<file path="src/rtl/iob_iob2axil_ot.sv">
`default_nettype none
// ============================================================================
// Module   : iob_iob2axil_ot
// Function : IOb native master to AXI-Lite master bridge with up to MAX_OT
//            outstanding transactions per direction. Reads and writes never
//            overlap, so responses cannot be reordered between directions.
//            Write responses are absorbed; read data is passed straight back.
// Revision : 1.0 - initial release
// ============================================================================
module iob_iob2axil_ot #(
  parameter int ADDR_W = 32,
  parameter int DATA_W = 32,
  parameter int MAX_OT = 4
) (
  input  logic                clk_i,
  input  logic                cke_i,
  input  logic                rst_i,
  // IOb slave side
  input  logic                iob_valid_i,
  input  logic [ADDR_W-1:0]   iob_addr_i,
  input  logic [DATA_W-1:0]   iob_wdata_i,
  input  logic [DATA_W/8-1:0] iob_wstrb_i,
  output logic                iob_ready_o,
  output logic                iob_rvalid_o,
  output logic [DATA_W-1:0]   iob_rdata_o,
  input  logic                iob_rready_i,
  // AXI-Lite write address
  output logic                axil_awvalid_o,
  input  logic                axil_awready_i,
  output logic [ADDR_W-1:0]   axil_awaddr_o,
  output logic [2:0]          axil_awprot_o,
  // AXI-Lite write data
  output logic                axil_wvalid_o,
  input  logic                axil_wready_i,
  output logic [DATA_W-1:0]   axil_wdata_o,
  output logic [DATA_W/8-1:0] axil_wstrb_o,
  // AXI-Lite write response
  input  logic                axil_bvalid_i,
  output logic                axil_bready_o,
  input  logic [1:0]          axil_bresp_i,
  // AXI-Lite read address
  output logic                axil_arvalid_o,
  input  logic                axil_arready_i,
  output logic [ADDR_W-1:0]   axil_araddr_o,
  output logic [2:0]          axil_arprot_o,
  // AXI-Lite read data
  input  logic                axil_rvalid_i,
  output logic                axil_rready_o,
  input  logic [DATA_W-1:0]   axil_rdata_i,
  input  logic [1:0]          axil_rresp_i,
  // status
  output logic                err_o,
  input  logic                err_clr_i,
  output logic                busy_o
);

  localparam int CNT_W = $clog2(MAX_OT + 1);
  localparam logic [CNT_W-1:0] MAX_CNT = CNT_W'(MAX_OT);
  localparam logic [CNT_W-1:0] ONE_CNT = CNT_W'(1);
  localparam logic [CNT_W-1:0] ZERO_CNT = '0;

  logic [CNT_W-1:0] wr_cnt, wr_cnt_nxt;
  logic [CNT_W-1:0] rd_cnt, rd_cnt_nxt;
  logic             aw_done, w_done;
  logic             is_write, wr_req, rd_req;
  logic             wr_ok, rd_ok;
  logic             aw_hs, w_hs, ar_hs, r_hs;
  logic             wr_complete;
  logic             err_set;

  // Request decode, issue gating and AXI channel drive
  always_comb begin
    is_write = |iob_wstrb_i;
    wr_req   = iob_valid_i & is_write;
    rd_req   = iob_valid_i & ~is_write;

    // A direction may only issue while the other direction is fully drained
    wr_ok = (wr_cnt < MAX_CNT) & (rd_cnt == ZERO_CNT);
    rd_ok = (rd_cnt < MAX_CNT) & (wr_cnt == ZERO_CNT);

    axil_awvalid_o = wr_req & wr_ok & ~aw_done;
    axil_wvalid_o  = wr_req & wr_ok & ~w_done;
    axil_awaddr_o  = iob_addr_i;
    axil_wdata_o   = iob_wdata_i;
    axil_wstrb_o   = iob_wstrb_i;
    axil_awprot_o  = 3'b000;

    axil_arvalid_o = rd_req & rd_ok;
    axil_araddr_o  = iob_addr_i;
    axil_arprot_o  = 3'b000;

    axil_bready_o  = 1'b1;

    iob_rvalid_o   = axil_rvalid_i;
    iob_rdata_o    = axil_rdata_i;
    axil_rready_o  = iob_rready_i;

    aw_hs = axil_awvalid_o & axil_awready_i;
    w_hs  = axil_wvalid_o & axil_wready_i;
    ar_hs = axil_arvalid_o & axil_arready_i;
    r_hs  = axil_rvalid_i & iob_rready_i;

    // The write is accepted once both AW and W have been taken by the slave
    wr_complete = wr_req & wr_ok & (aw_done | aw_hs) & (w_done | w_hs);
    iob_ready_o = wr_complete | ar_hs;

    err_set = (axil_bvalid_i & (axil_bresp_i != 2'b00)) |
              (r_hs & (axil_rresp_i != 2'b00));

    busy_o = (wr_cnt != ZERO_CNT) | (rd_cnt != ZERO_CNT) | aw_done | w_done;
  end

  // Outstanding-count update; simultaneous inc/dec cancels, decrement saturates at 0
  always_comb begin
    wr_cnt_nxt = wr_cnt;
    rd_cnt_nxt = rd_cnt;
    case ({wr_complete, axil_bvalid_i})
      2'b10:   wr_cnt_nxt = wr_cnt + ONE_CNT;
      2'b01:   wr_cnt_nxt = (wr_cnt == ZERO_CNT) ? ZERO_CNT : wr_cnt - ONE_CNT;
      default: wr_cnt_nxt = wr_cnt;
    endcase
    case ({ar_hs, r_hs})
      2'b10:   rd_cnt_nxt = rd_cnt + ONE_CNT;
      2'b01:   rd_cnt_nxt = (rd_cnt == ZERO_CNT) ? ZERO_CNT : rd_cnt - ONE_CNT;
      default: rd_cnt_nxt = rd_cnt;
    endcase
  end

  // State registers: counters, half-done write flags and sticky error
  always_ff @(posedge clk_i) begin
    if (cke_i) begin
      if (rst_i) begin
        wr_cnt  <= ZERO_CNT;
        rd_cnt  <= ZERO_CNT;
        aw_done <= 1'b0;
        w_done  <= 1'b0;
        err_o   <= 1'b0;
      end else begin
        wr_cnt <= wr_cnt_nxt;
        rd_cnt <= rd_cnt_nxt;
        if (wr_complete) begin
          aw_done <= 1'b0;
          w_done  <= 1'b0;
        end else begin
          if (aw_hs) aw_done <= 1'b1;
          if (w_hs)  w_done  <= 1'b1;
        end
        if (err_set)        err_o <= 1'b1;
        else if (err_clr_i) err_o <= 1'b0;
      end
    end
  end

endmodule
`default_nettype wire

</file>
<file path="config.mk">
export PLATFORM = sky130hd
export DESIGN_NAME = iob_iob2axil_ot
export DESIGN_NICKNAME = d
export VERILOG_FILES = /design/src/rtl/iob_iob2axil_ot.sv
export SDC_FILE = /design/constraint.sdc
export NUM_CORES = 1
export LEC_CHECK = 0
export ABC_CLOCK_PERIOD_IN_PS = 4300
export BUFFER_PORTS_ARGS = -buffer_cell sky130_fd_sc_hd__clkbuf_2
export CAP_MARGIN = 20
export CORE_AREA = 3 3 101 103
export DETAILED_ROUTE_END_ITERATION = 12
export DIE_AREA = 0 0 104 106
export GPL_TIMING_DRIVEN = 0
export SETUP_SLACK_MARGIN = 0.05
export SLEW_MARGIN = 20
export SYNTH_ARGS = -nofsm -noshare
export SYNTH_HDL_FRONTEND = slang
export SYNTH_SLANG_ARGS = --single-unit
</file>
<file path="constraint.sdc">
create_clock -name clk_i -period 4.3 [get_ports clk_i]
set_clock_uncertainty 0.1 [all_clocks]
set_input_delay 0.86 -clock clk_i [delete_from_list [all_inputs] [get_ports clk_i]]
set_output_delay 0.86 -clock clk_i [all_outputs]
set_load 0.01 [all_outputs]
</file>
**Word-level counts from Yosys, hierarchy flattened**

Cells that the tools add are included.

- Memory bits (writable): 0
- Bits in latches: 0
- Memories: 0
- Flip-flop bits (word level): 9
- Input bits: 115
- Word-level logic and storage cells: 67
- Bits in read-only memories: 0

- Div/mod/pow operators: 0
- $mul: 0
- $lt $le $gt $ge: 2
- Eq/ne operators: 4
- Bitwise logic cells: 26
- Muxes and demuxes: 8
- Reductions and logical operators: 18
- Shift operators: 0
- Add/subtract/negate cells: 4

Operators by type and width:

| kind | number |
|---|---|
| nonzero test 3 bit | 7 |
| bitwise AND 1 bit | 16 |
| case mux 3 bit (2 select lines) | 2 |
| AND reduction 2 bit | 5 |
| OR 1 bit | 7 |
| adder 3 x 1 -> 3 bit (second input constant) | 2 |
| logical NOT 3 bit | 2 |
| less-than comparator 3 bit (second input constant) | 2 |
| 2-to-1 mux 3 bit | 2 |
| subtractor 3 x 1 -> 3 bit (second input constant) | 2 |
| equality test 2 x 1 -> 1 bit (second input constant) | 2 |
| equality test 2 bit (second input constant) | 2 |
| 2-to-1 mux 1 bit | 4 |
| nonzero test 2 bit | 2 |
| OR reduction 4 bit | 1 |
| NOT 1 bit | 3 |
| OR reduction 2 bit | 1 |

**Longest topological paths before layout**

Gate-level depths: netlist (run 1).

- Word-level depth: 11
- Gate-level depth with buffers: 6
- Depth with buffers taken out: 6

**Least setup slack after synthesis (run 1)**

OpenSTA, ideal clock, no wires.

- Kind: input port to output port
- Start point: input iob_wstrb_i[1]
- End point: output iob_ready_o
- Setup slack: 1664 ps
- Data required time: 3340 ps
- Stages on the path: 3
- Arrival time: 1676 ps
- Cell sequence: or4_4 -> nand3_1 -> nand2_1

- Word-level cells in the longest chain between the ends: 9

RTL lines:

| what | line | RTL |
|---|---|---|
| start, declared | 22 | `input logic [DATA_W/8-1:0] iob_wstrb_i,` |
| OR reduction 4 bit (*) | 73 | `is_write = \|iob_wstrb_i;` |
| bitwise AND 1 bit | 74 | `wr_req = iob_valid_i & is_write;` |
| bitwise AND 1 bit | 81, 82, 104 |  |
| bitwise AND 1 bit | 81 | `axil_awvalid_o = wr_req & wr_ok & ~aw_done;` |
| bitwise AND 1 bit | 98 | `aw_hs = axil_awvalid_o & axil_awready_i;` |
| OR 1 bit | 104 | `wr_complete = wr_req & wr_ok & (aw_done \| aw_hs) & (w_done \| w_hs);` |
| bitwise AND 1 bit (2 in a row) | 104 |  |
| OR 1 bit (*) | 105 | `iob_ready_o = wr_complete \| ar_hs;` |
| end, declared | 23 | `output logic iob_ready_o,` |

Mark *: on every way between the ends. The rest lies on a longest branch, timed or not.

**Worst setup path after layout (run 1)**

Ends and elaborated chain as after synthesis.

==> impl_metrics.json, run 1 <==
{
  "grt_antenna_before_repair": 0,
  "min_period_ps": 2970,
  "insertion_delay_ps": 230,
  "synth_cell_types": 34,
  "dr_total_vias": 1814,
  "fin_total_pwr_mw": 0.459,
  "cts.repair.resized": 0,
  "asyncSetResetFlopFracSynth_pct": 0,
  "drt_pass1_iterations": 4,
  "routabilityCongestion": 0.782,
  "switching_share_pct": 31.4,
  "critical_path_buf_inv_count": 2,
  "max_stage_delay_ps": 580,
  "power.leakage_nw": 1.69,
  "cts.reportedPaths.clkPinSlew_ps": 40,
  "slew_violations": 0,
  "ctsLongestPathBuffers": 2,
  "run_status": "finished, final reports clean",
  "pin_count_of_the_biggest_net_entering_global_routing": 10,
  "tritoncts_clock_tree": "done",
  "drt-vias-per-instance": 3.51,
  "num_rows": 35,
  "area_growth_pct": 54.7,
  "power.net_switching_mw": 0.144,
  "synthesis.area_mm2": 0.00185,
  "rsz0062_at_grt": "no",
  "final.fill_count": 1015,
  "cp.required_ps": 3340,
  "dpl_worst_slack_ps": 1300,
  "wire_length_of_the_first_global_routing_pass_um": 8180,
  "crit_type": "primary input to output port",
  "setup_tns_ps": 0,
  "critPathLaunchType": "primary input",
  "hold_fails_final_rpt": 0,
  "finalWirelength_um": 5440,
  "drv_cap": 0,
  "core-area_mm2": 0.00928,
  "grt_pass1_vias": 1844,
  "drtIter0Drc": 34,
  "post-route-drc-count": 0,
  "path_cells": "clkbuf_2 -> nor4_4 -> nand2_1 -> nand2_1 -> clkbuf_2",
  "utilization_pct": 30.8,
  "max_clock_freq_mhz": 337,
  "critical_path_data_arrival_time_ps": 2010,
  "cts_htree_levels": 1,
  "die_ar_mm2": 0.0110,
  "worst_ir_drop_on_vdd_v": 0.0000976,
  "pwr_density_cell_mw_per_mm2": 160,
  "dp_hpwl_um": 5070,
  "ys_seq_area_share_pct": 14.6,
  "timing.critical_path.slowest_stage_cell": "sky130_fd_sc_hd__nor4_4",
  "io_buffer_count": 157,
  "io-pin-count": 262,
  "num_antenna_cells": 0,
  "numCtsBuffers": 3,
  "number_of_enable_flip_flop_cells_after_synthesis": 9,
  "share_seq_of_total_power_pct": 24.0,
  "initial_utilization_pct": 19.9,
  "slew_headroom_pct": 60.9,
  "layout_setup_ws_ps": 1330,
  "fp.dieH_um": 106,
  "most_frequently_used_flop_master_after_synthesis": "sky130_fd_sc_hd__edfxtp_1",
  "synth-warning-count": 0,
  "power.internal_mw": 0.315,
  "crit_family": "simple AND/OR/NAND/NOR gates",
  "clock_power_share_pct": 21.6,
  "final_antenna_net_count": 0,
  "post_route_cells_drive_above_1_share_pct": 79.4,
  "die_w_um": 104,
  "hold_path_class": "flop to flop",
  "globalRoute.totalOverflow": 0,
  "peak_fanout_along_the_critical_path": 9,
  "post_synth_inst_count": 222,
  "ys_seq_elements": 9,
  "tritoncts_num_sinks": 9,
  "period_share_pct": 69.1,
  "clock-root-buffer": "sky130_fd_sc_hd__clkbuf_8",
  "cts-hold-fix-buffers": 0,
  "combPwrFrac_pct": 54.4,
  "cts_setup_buffers": 0,
  "num-nets-final": 512,
  "post_synth.cell_area_avg_um2": 8.33,
  "worstSetupEndpointType": "output port",
  "finalSetupViolations": 0,
  "drt-wirelength-per-cell_um": 10.5,
  "tightest_slew_ps": 582,
  "grt_use_total_pct": 8.67
}
## cells by family (layout without fill, tap and decap cells)
family                   Yosys count  after routing  synth area share, %
other                              2              7                0.406
multiplexers                       1              1                0.541
XOR/XNOR                           2              2                0.947
AO/OA/AOI/OAI                     22             22                 9.47
flip-flops                         9              9                 14.6
AND/OR/NAND/NOR                   24             24                 8.73
adder cells (fa/ha/maj)            8              8                 5.41
buffers and inverters            154            315                 59.9
## final timing paths
check | startpoint | end | slack, ps | cells past startpoint
max | iob_wstrb_i[1] | iob_ready_o | 1330 | 5
min | wr_cnt[0] | wr_cnt[0] | 490 | 1
max reg2reg | rd_cnt[0] | wr_cnt[0] | 1920 | 6
min reg2reg | wr_cnt[0] | wr_cnt[0] | 490 | 1
## stage by stage
stage	hold slack, ps	instance area [um2]	std cells
detailed placement	486	2820	513
CTS	494	2860	517
floorplan	461	1870	227
global route	528	2860	517
global placement	479	2820	513
finish	489	2860	517
## layer usage
layer | share of wire (%) | routed length [um] | GRT usage, %
met3 | 10 | 551 | 2.61
met2 | 60 | 3270 | 18.8
met4 | 0.42 | 23 | 1.14
met1 | 29 | 1600 | 7.91
met5 | 0 | 0 | 0
## layout by cell type (no fill, tap or decap), drive strengths merged, types with 2 or more instances in the layout
cell type and n:
nor3 2, o21ai 2, a211oi 2, nor2 3
nand3 3, or4 2, inv 12, xnor2 2
a221oi 4, conb 7, a21oi 3, o211ai 2
nor2b 3, and2 3, a31oi 3, ha 8
clkbuf 162, nand2 3, edfxtp 9, buf 141
## state kept, by name, summed over array words and instances (netlist names)
signal	count
err_o	1
w_done	1
aw_done	1
rd_cnt	3
wr_cnt	3
## cell type report
class	instances	area, um2	area share, %
plain buffers	142	1060	37.1
clock buffers	4	45.0	1.57
inverters	12	45.0	1.57
multi-input cells	64	490	17.1
flip-flops and latches	9	270	9.45
well taps	129	161	5.64
repair buffers	157	786	27.5
## power groups by stage
| stage | Clock, mW | Sequential (mW) | Combinational [mW] |
|---|---|---|---|
| 6_report | 0.0989 | 0.110 | 0.250 |
| 5_1_grt | 0.103 | 0.111 | 0.273 |
| 4_1_cts | 0.101 | 0.110 | 0.253 |
| 3_5_place_dp | 0 | 0.112 | 0.253 |
| 3_3_place_gp | 0 | 0.111 | 0.250 |
| 2_1_floorplan | 0 | 0.110 | 0.168 |
## synthesized netlist by cell type, types with 2 or more instances
library cell / n / area share (%)
sky130_fd_sc_hd__a211oi_1: 2 / 0.81
sky130_fd_sc_hd__a21oi_1: 3 / 0.81
sky130_fd_sc_hd__a221oi_1: 2 / 0.95
sky130_fd_sc_hd__a221oi_2: 2 / 1.6
sky130_fd_sc_hd__a31oi_1: 3 / 1.0
sky130_fd_sc_hd__and2_1: 3 / 1.0
sky130_fd_sc_hd__buf_4: 141 / 57
sky130_fd_sc_hd__conb_1: 2 / 0.41
sky130_fd_sc_hd__edfxtp_1: 9 / 15
sky130_fd_sc_hd__ha_1: 8 / 5.4
sky130_fd_sc_hd__inv_1: 12 / 2.4
sky130_fd_sc_hd__nand2_1: 3 / 0.61
sky130_fd_sc_hd__nand3_1: 3 / 0.81
sky130_fd_sc_hd__nor2_1: 3 / 0.61
sky130_fd_sc_hd__nor2b_1: 3 / 1.0
sky130_fd_sc_hd__nor3_1: 2 / 0.54
sky130_fd_sc_hd__o211ai_1: 2 / 0.81
sky130_fd_sc_hd__o21ai_0: 2 / 0.54
sky130_fd_sc_hd__xnor2_1: 2 / 0.95
Note: power is estimated with default switching activity, not from simulation.
==> run 2: changes to the inputs <==
--- a/config.mk
+++ b/config.mk
@@ -5,12 +5,12 @@
 export SDC_FILE = /design/constraint.sdc
 export NUM_CORES = 1
 export LEC_CHECK = 0
-export ABC_CLOCK_PERIOD_IN_PS = 4300
+export ABC_CLOCK_PERIOD_IN_PS = 3100
 export BUFFER_PORTS_ARGS = -buffer_cell sky130_fd_sc_hd__clkbuf_2
 export CAP_MARGIN = 20
-export CORE_AREA = 3 3 101 103
+export CORE_AREA = 3 3 99 101
 export DETAILED_ROUTE_END_ITERATION = 12
-export DIE_AREA = 0 0 104 106
+export DIE_AREA = 0 0 102 104
 export GPL_TIMING_DRIVEN = 0
 export SETUP_SLACK_MARGIN = 0.05
 export SLEW_MARGIN = 20
==> constraint.sdc (replaced) <==
create_clock -name clk_i -period 3.1 [get_ports clk_i]
set_clock_uncertainty 0.1 [all_clocks]
set_input_delay 0.62 -clock clk_i [delete_from_list [all_inputs] [get_ports clk_i]]
set_output_delay 0.62 -clock clk_i [all_outputs]
set_load 0.01 [all_outputs]
==> run 2 against run 1 <==
Non-clock buffer count did not move; critical path depth rose by 2; count of clock-buffer cells in the layout did not move; critical endpoint unchanged; largest power group unchanged.
==> impl_metrics.json, run 2 (synthesis gave the netlist of run 1 again) <==
{
  "grt_pass1_vias": 1782,
  "critPathLaunchType": "flop",
  "fp.dieH_um": 104,
  "final_cell_area_mm2": 0.00284,
  "dp_hpwl_um": 5140,
  "globalRoute.totalOverflow": 0,
  "tritoncts_num_sinks": 9,
  "drt-vias-per-instance": 3.69,
  "initial_utilization_pct": 20.3,
  "rsz0062_at_grt": "no",
  "finalWirelength_um": 5550,
  "worst_hold_slack_after_final_layout_ps": 511,
  "die_ar_mm2": 0.0106,
  "routabilityCongestion": 0.749,
  "numCtsBuffers": 3,
  "cts-hold-fix-buffers": 0,
  "post_route_cells_drive_above_1_share_pct": 79.4,
  "drtIter0Drc": 28,
  "core-area_mm2": 0.00911,
  "post-route-drc-count": 0,
  "period_share_pct": 85.6,
  "cts_setup_buffers": 0,
  "slew_headroom_pct": 62.5,
  "dr_total_vias": 1843,
  "cts.reportedPaths.clkPinSlew_ps": 50,
  "insertion_delay_ps": 230,
  "final_common_cell": "sky130_fd_sc_hd__clkbuf_2",
  "path_cells": "inv_1 -> ha_1 -> ha_1 -> and3b_1 -> nand3_1 -> nand2_1 -> clkbuf_2",
  "max_stage_delay_ps": 410,
  "max_clock_freq_mhz": 377,
  "placed_area_mm2": 0.00279,
  "slew_violations": 0,
  "hold_path_class": "flop to flop",
  "num-nets-final": 512,
  "io_buffer_count": 157,
  "io-pin-count": 262,
  "drv_cap": 0,
  "crit_type": "flop to output port",
  "worst_ir_drop_on_vdd_v": 0.0000801,
  "finalSetupViolations": 0,
  "cts.repair.resized": 0,
  "timing.critical_path.slowest_stage_cell": "sky130_fd_sc_hd__edfxtp_1",
  "run_status": "finished, final reports clean",
  "critical_path.most_common_cell": "sky130_fd_sc_hd__ha_1",
  "power.leakage_nw": 1.69,
  "setup_tns_ps": 0,
  "die_w_um": 102,
  "layout_common_cells": "sky130_fd_sc_hd__clkbuf_2 (157), sky130_fd_sc_hd__buf_4 (141), sky130_fd_sc_hd__inv_1 (12)",
  "cts_htree_levels": 1,
  "min_period_ps": 2650,
  "hold_fails_final_rpt": 0,
  "pwr_density_cell_mw_per_mm2": 225,
  "num_antenna_cells": 0,
  "ctsLongestPathBuffers": 2,
  "peak_fanout_along_the_critical_path": 4,
  "grt_antenna_before_repair": 0,
  "final_antenna_net_count": 0,
  "wire_length_of_the_first_global_routing_pass_um": 8020,
  "pin_count_of_the_biggest_net_entering_global_routing": 10,
  "grt_use_total_pct": 9.23,
  "worstSetupEndpointType": "output port",
  "fin_total_pwr_mw": 0.639,
  "tritoncts_clock_tree": "done",
  "drt_pass1_iterations": 4,
  "cp.required_ps": 2380,
  "layout_top_registers": "rd_cnt: 3 flops, wr_cnt: 3 flops",
  "tightest_slew_ps": 558,
  "critical_path_data_arrival_time_ps": 1930,
  "clock-root-buffer": "sky130_fd_sc_hd__clkbuf_8",
  "drt-wirelength-per-cell_um": 11.1,
  "area_growth_pct": 53.5,
  "num_rows": 35
}
-- run 2: cell counts in the layout (fill, tap and decap cells not counted) --
Identical to the previous run, type by type.
-- run 2: critical path: cells and delay by family, from the launching register on --
family                     cells  cell delay, ps
adders and majority gates      2             440
DFF                            1             410
buffers and inverters          2             220
and+or+nand+nor                3             630
-- run 2: worst paths after layout --
check / endpoint / from / depth (start not counted) / slack [ps]
setup / recovery: iob_ready_o / rd_cnt[0] / 7 / 450
hold / removal: rd_cnt[0] / rd_cnt[0] / 1 / 510
setup reg to reg: wr_cnt[1] / rd_cnt[0] / 6 / 680
hold reg to reg: rd_cnt[0] / rd_cnt[0] / 1 / 510
-- run 2: layer usage --
metal / vias to the layer above / wire length (um) / global-route usage, %
met3: 3 / 639 / 2.62
met2: 123 / 3220 / 19.5
met5: - / 0 / 0
li1: 909 / - / -
met1: 808 / 1670 / 8.46
met4: 0 / 17 / 1.12
-- run 2: cell type report --
type / instances / area [um2]
timing repair buffer: 157 / 786
buffer: 142 / 1060
multi-input combinational: 64 / 490
fill: 991 / 6270
clock buffer: 4 / 45.0
tap: 111 / 139
sequential: 9 / 270
inverter: 12 / 45.0
-- run 2: metrics by stage --
step / setup slack (ps) / cells / utilization [%]
CTS: 440 / 499 / 31.2
detailed placement: 590 / 495 / 30.7
global placement: 616 / 495 / 30.7
floorplan: 944 / 227 / -
global route: 311 / 499 / 31.2
finish: 445 / 499 / 31.2
-- run 2: power by group --
group	internal (mW)	total, mW	leakage, nW	switching, mW
Clock	0.0898	0.138	0.0228	0.0480
Sequential	0.145	0.152	0.0871	0.00697
Combinational	0.202	0.349	1.58	0.147
Total	0.436	0.639	1.69	0.202
==> run 3: changes to the inputs <==
--- a/config.mk
+++ b/config.mk
@@ -5,12 +5,13 @@
 export SDC_FILE = /design/constraint.sdc
 export NUM_CORES = 1
 export LEC_CHECK = 0
+export ABC_AREA = 1
 export ABC_CLOCK_PERIOD_IN_PS = 3100
 export BUFFER_PORTS_ARGS = -buffer_cell sky130_fd_sc_hd__clkbuf_2
 export CAP_MARGIN = 20
-export CORE_AREA = 3 3 99 101
+export CORE_AREA = 3 3 102 104
 export DETAILED_ROUTE_END_ITERATION = 12
-export DIE_AREA = 0 0 102 104
+export DIE_AREA = 0 0 105 107
 export GPL_TIMING_DRIVEN = 0
 export SETUP_SLACK_MARGIN = 0.05
 export SLEW_MARGIN = 20
==> run 3 against run 2 <==
Sequential power barely moved; total power hardly changed; register-to-register slack better by 510 ps; hold slack better by 67 ps.
==> impl_metrics.json, run 3 <==
{
  "dr_total_vias": 1868,
  "finalWirelength_um": 4850,
  "post_synth.cell_area_avg_um2": 7.70,
  "tritoncts_num_sinks": 9,
  "max_stage_delay_ps": 410,
  "grt_use_total_pct": 7.36,
  "final_antenna_net_count": 0,
  "globalRoute.totalOverflow": 0,
  "synth-warning-count": 0,
  "rsz0062_at_grt": "no",
  "grt_pass1_vias": 1647,
  "grt_antenna_before_repair": 0,
  "die_ar_mm2": 0.0112,
  "period_share_pct": 78.2,
  "hold_path_class": "flop to flop",
  "numCtsBuffers": 3,
  "ys_seq_elements": 9,
  "worst_ir_drop_on_vdd_v": 0.0000821,
  "num-nets-final": 537,
  "ctsLongestPathBuffers": 2,
  "ys_seq_area_share_pct": 14.3,
  "critPathLaunchType": "flop",
  "multiInputGateArea_um2": 494,
  "most_frequently_used_flop_master_after_synthesis": "sky130_fd_sc_hd__edfxtp_1",
  "dpl_worst_slack_ps": 918,
  "hold_fails_final_rpt": 0,
  "num_antenna_cells": 0,
  "clock-root-buffer": "sky130_fd_sc_hd__clkbuf_8",
  "routabilityCongestion": 0.742,
  "area_growth_pct": 53.9,
  "pwr_density_cell_mw_per_mm2": 219,
  "power.leakage_nw": 1.81,
  "run_status": "finished, final reports clean",
  "placed_cells_incl_taps": 542,
  "area.sequential_um2": 270,
  "insertion_delay_ps": 230,
  "yosysMostFrequentCell": "sky130_fd_sc_hd__buf_4",
  "layout_common_cells": "sky130_fd_sc_hd__clkbuf_2 (158), sky130_fd_sc_hd__buf_4 (141), sky130_fd_sc_hd__inv_1 (18)",
  "slew_violations": 0,
  "fp.dieH_um": 107,
  "drt-vias-per-instance": 3.42,
  "cp.required_ps": 2380,
  "cts_htree_levels": 1,
  "drv_cap": 0,
  "synth_cell_types": 23,
  "cts.repair.resized": 0,
  "number_of_standard_cells_in_the_final_layout_excluding_fillers": 546,
  "timing.critical_path.slowest_stage_cell": "sky130_fd_sc_hd__edfxtp_1",
  "number_of_enable_flip_flop_cells_after_synthesis": 9,
  "post_synth_main_area_contributors": "sky130_fd_sc_hd__buf_4 (56%), sky130_fd_sc_hd__edfxtp_1 (14%), sky130_fd_sc_hd__ha_1 (5.3%)",
  "critical_path.most_common_cell": "sky130_fd_sc_hd__ha_1",
  "synth_top_cells_by_count": "sky130_fd_sc_hd__buf_4 (141), sky130_fd_sc_hd__inv_1 (18), sky130_fd_sc_hd__nand2_1 (15)",
  "placed_area_mm2": 0.00287,
  "tritoncts_clock_tree": "done",
  "cts_setup_buffers": 0,
  "dp_hpwl_um": 4560,
  "setup_tns_ps": 0,
  "worst_hold_slack_after_final_layout_ps": 578,
  "peak_fanout_along_the_critical_path": 4,
  "final_cell_area_mm2": 0.00292,
  "initial_utilization_pct": 19.7,
  "asyncSetResetFlopFracSynth_pct": 0,
  "final.fill_count": 1092,
  "min_period_ps": 2430,
  "pin_count_of_the_biggest_net_entering_global_routing": 8,
  "synthesis.area_mm2": 0.00189,
  "max_clock_freq_mhz": 412,
  "num_rows": 36,
  "post_route_cells_drive_above_1_share_pct": 78.0,
  "synth_largest_type_area_fraction_pct": 55.9,
  "cts.reportedPaths.clkPinSlew_ps": 40,
  "synth.largest_area_cell": "sky130_fd_sc_hd__buf_4",
  "post_synth_inst_count": 246,
  "io-pin-count": 262,
  "layout_top_registers": "rd_cnt: 3 flops, wr_cnt: 3 flops",
  "layout_setup_ws_ps": 674,
  "die_w_um": 105,
  "finalSetupViolations": 0,
  "crit_type": "flop to output port",
  "drtIter0Drc": 39,
  "critical_path_data_arrival_time_ps": 1710,
  "drt_pass1_iterations": 4,
  "worstSetupEndpointType": "output port",
  "io_buffer_count": 158,
  "drt-wirelength-per-cell_um": 8.88,
  "cts-hold-fix-buffers": 0,
  "wire_length_of_the_first_global_routing_pass_um": 6970,
  "core-area_mm2": 0.00964,
  "path_cells": "inv_1 -> ha_1 -> ha_1 -> nand3_2 -> nor2_4 -> nand2_4 -> nand2_1 -> clkbuf_2",
  "final_common_cell": "sky130_fd_sc_hd__clkbuf_2",
  "post-route-drc-count": 0
}
[run 3: changes by cell type after synthesis, moves of 3 or more]
cell	previous run	this run
sky130_fd_sc_hd__a31oi_1	3	0
sky130_fd_sc_hd__and2_1	3	0
sky130_fd_sc_hd__inv_1	12	18
sky130_fd_sc_hd__inv_2	0	6
sky130_fd_sc_hd__nand2_2	0	3
sky130_fd_sc_hd__nand2_1	3	15
sky130_fd_sc_hd__nor2b_1	3	0
sky130_fd_sc_hd__nand2_4	0	3
sky130_fd_sc_hd__nand3_1	3	7
sky130_fd_sc_hd__nor2_4	0	4
sky130_fd_sc_hd__nor2_1	3	12
[run 3: worst max-delay path: cells and delay by family, from the launching register on]
kind          cells  cell delay, ps
simple gates      4             450
flops             1             410
fa+ha+maj         2             390
buf+inv           2             210
[run 3: final timing paths]
check / from / to / slack, ps / cells after the start
max: wr_cnt[0] / iob_ready_o / 670 / 8
min: wr_cnt[0] / wr_cnt[0] / 580 / 3
max reg2reg: rd_cnt[0] / w_done / 1190 / 9
min reg2reg: wr_cnt[0] / wr_cnt[0] / 580 / 3
[run 3: layout make-up]
cell class | instances | area share [%]
clock buffers | 4 | 1.55
flip-flops and latches | 9 | 9.27
well taps | 133 | 5.71
multi-input cells | 77 | 17.0
inverters | 24 | 3.09
plain buffers | 141 | 36.3
repair buffers | 158 | 27.1
[run 3: kinds of logic (layout without fill, tap and decap cells)]
| logic type | after synthesis | in the layout | share of synthesized area (%) |
|---|---|---|---|
| xor+xnor | 2 | 2 | 0.925 |
| fa+ha+maj | 8 | 8 | 5.28 |
| mux | 1 | 1 | 0.528 |
| simple gates | 51 | 51 | 15.7 |
| compound gates | 8 | 8 | 2.25 |
| other cells | 2 | 7 | 0.396 |
| buf+inv | 165 | 327 | 60.6 |
| flops | 9 | 9 | 14.3 |
[run 3: metal layers]
metal  up-vias  global-route usage [%]  share of wire (%)
li1        938                       -                  -
met1       790                    7.87                 32
met2       136                    14.3                 55
met3         4                    1.20                 12
met4         0                    2.81               0.91
met5         -                       0                  0
[run 3: per-stage QoR]
stage	utilization [%]	power, mW
floorplan	-	0.390
detailed placement	29.8	0.508
finish	30.2	0.639
CTS	30.2	0.654
global placement	29.8	0.504
global route	30.2	0.688
[run 3: where the power goes]
part | leakage [nW] | internal (mW) | switching (mW)
clock | 0.0228 | 0.0897 | 0.0479
combinational | 1.70 | 0.201 | 0.150
sequential | 0.0871 | 0.145 | 0.00523
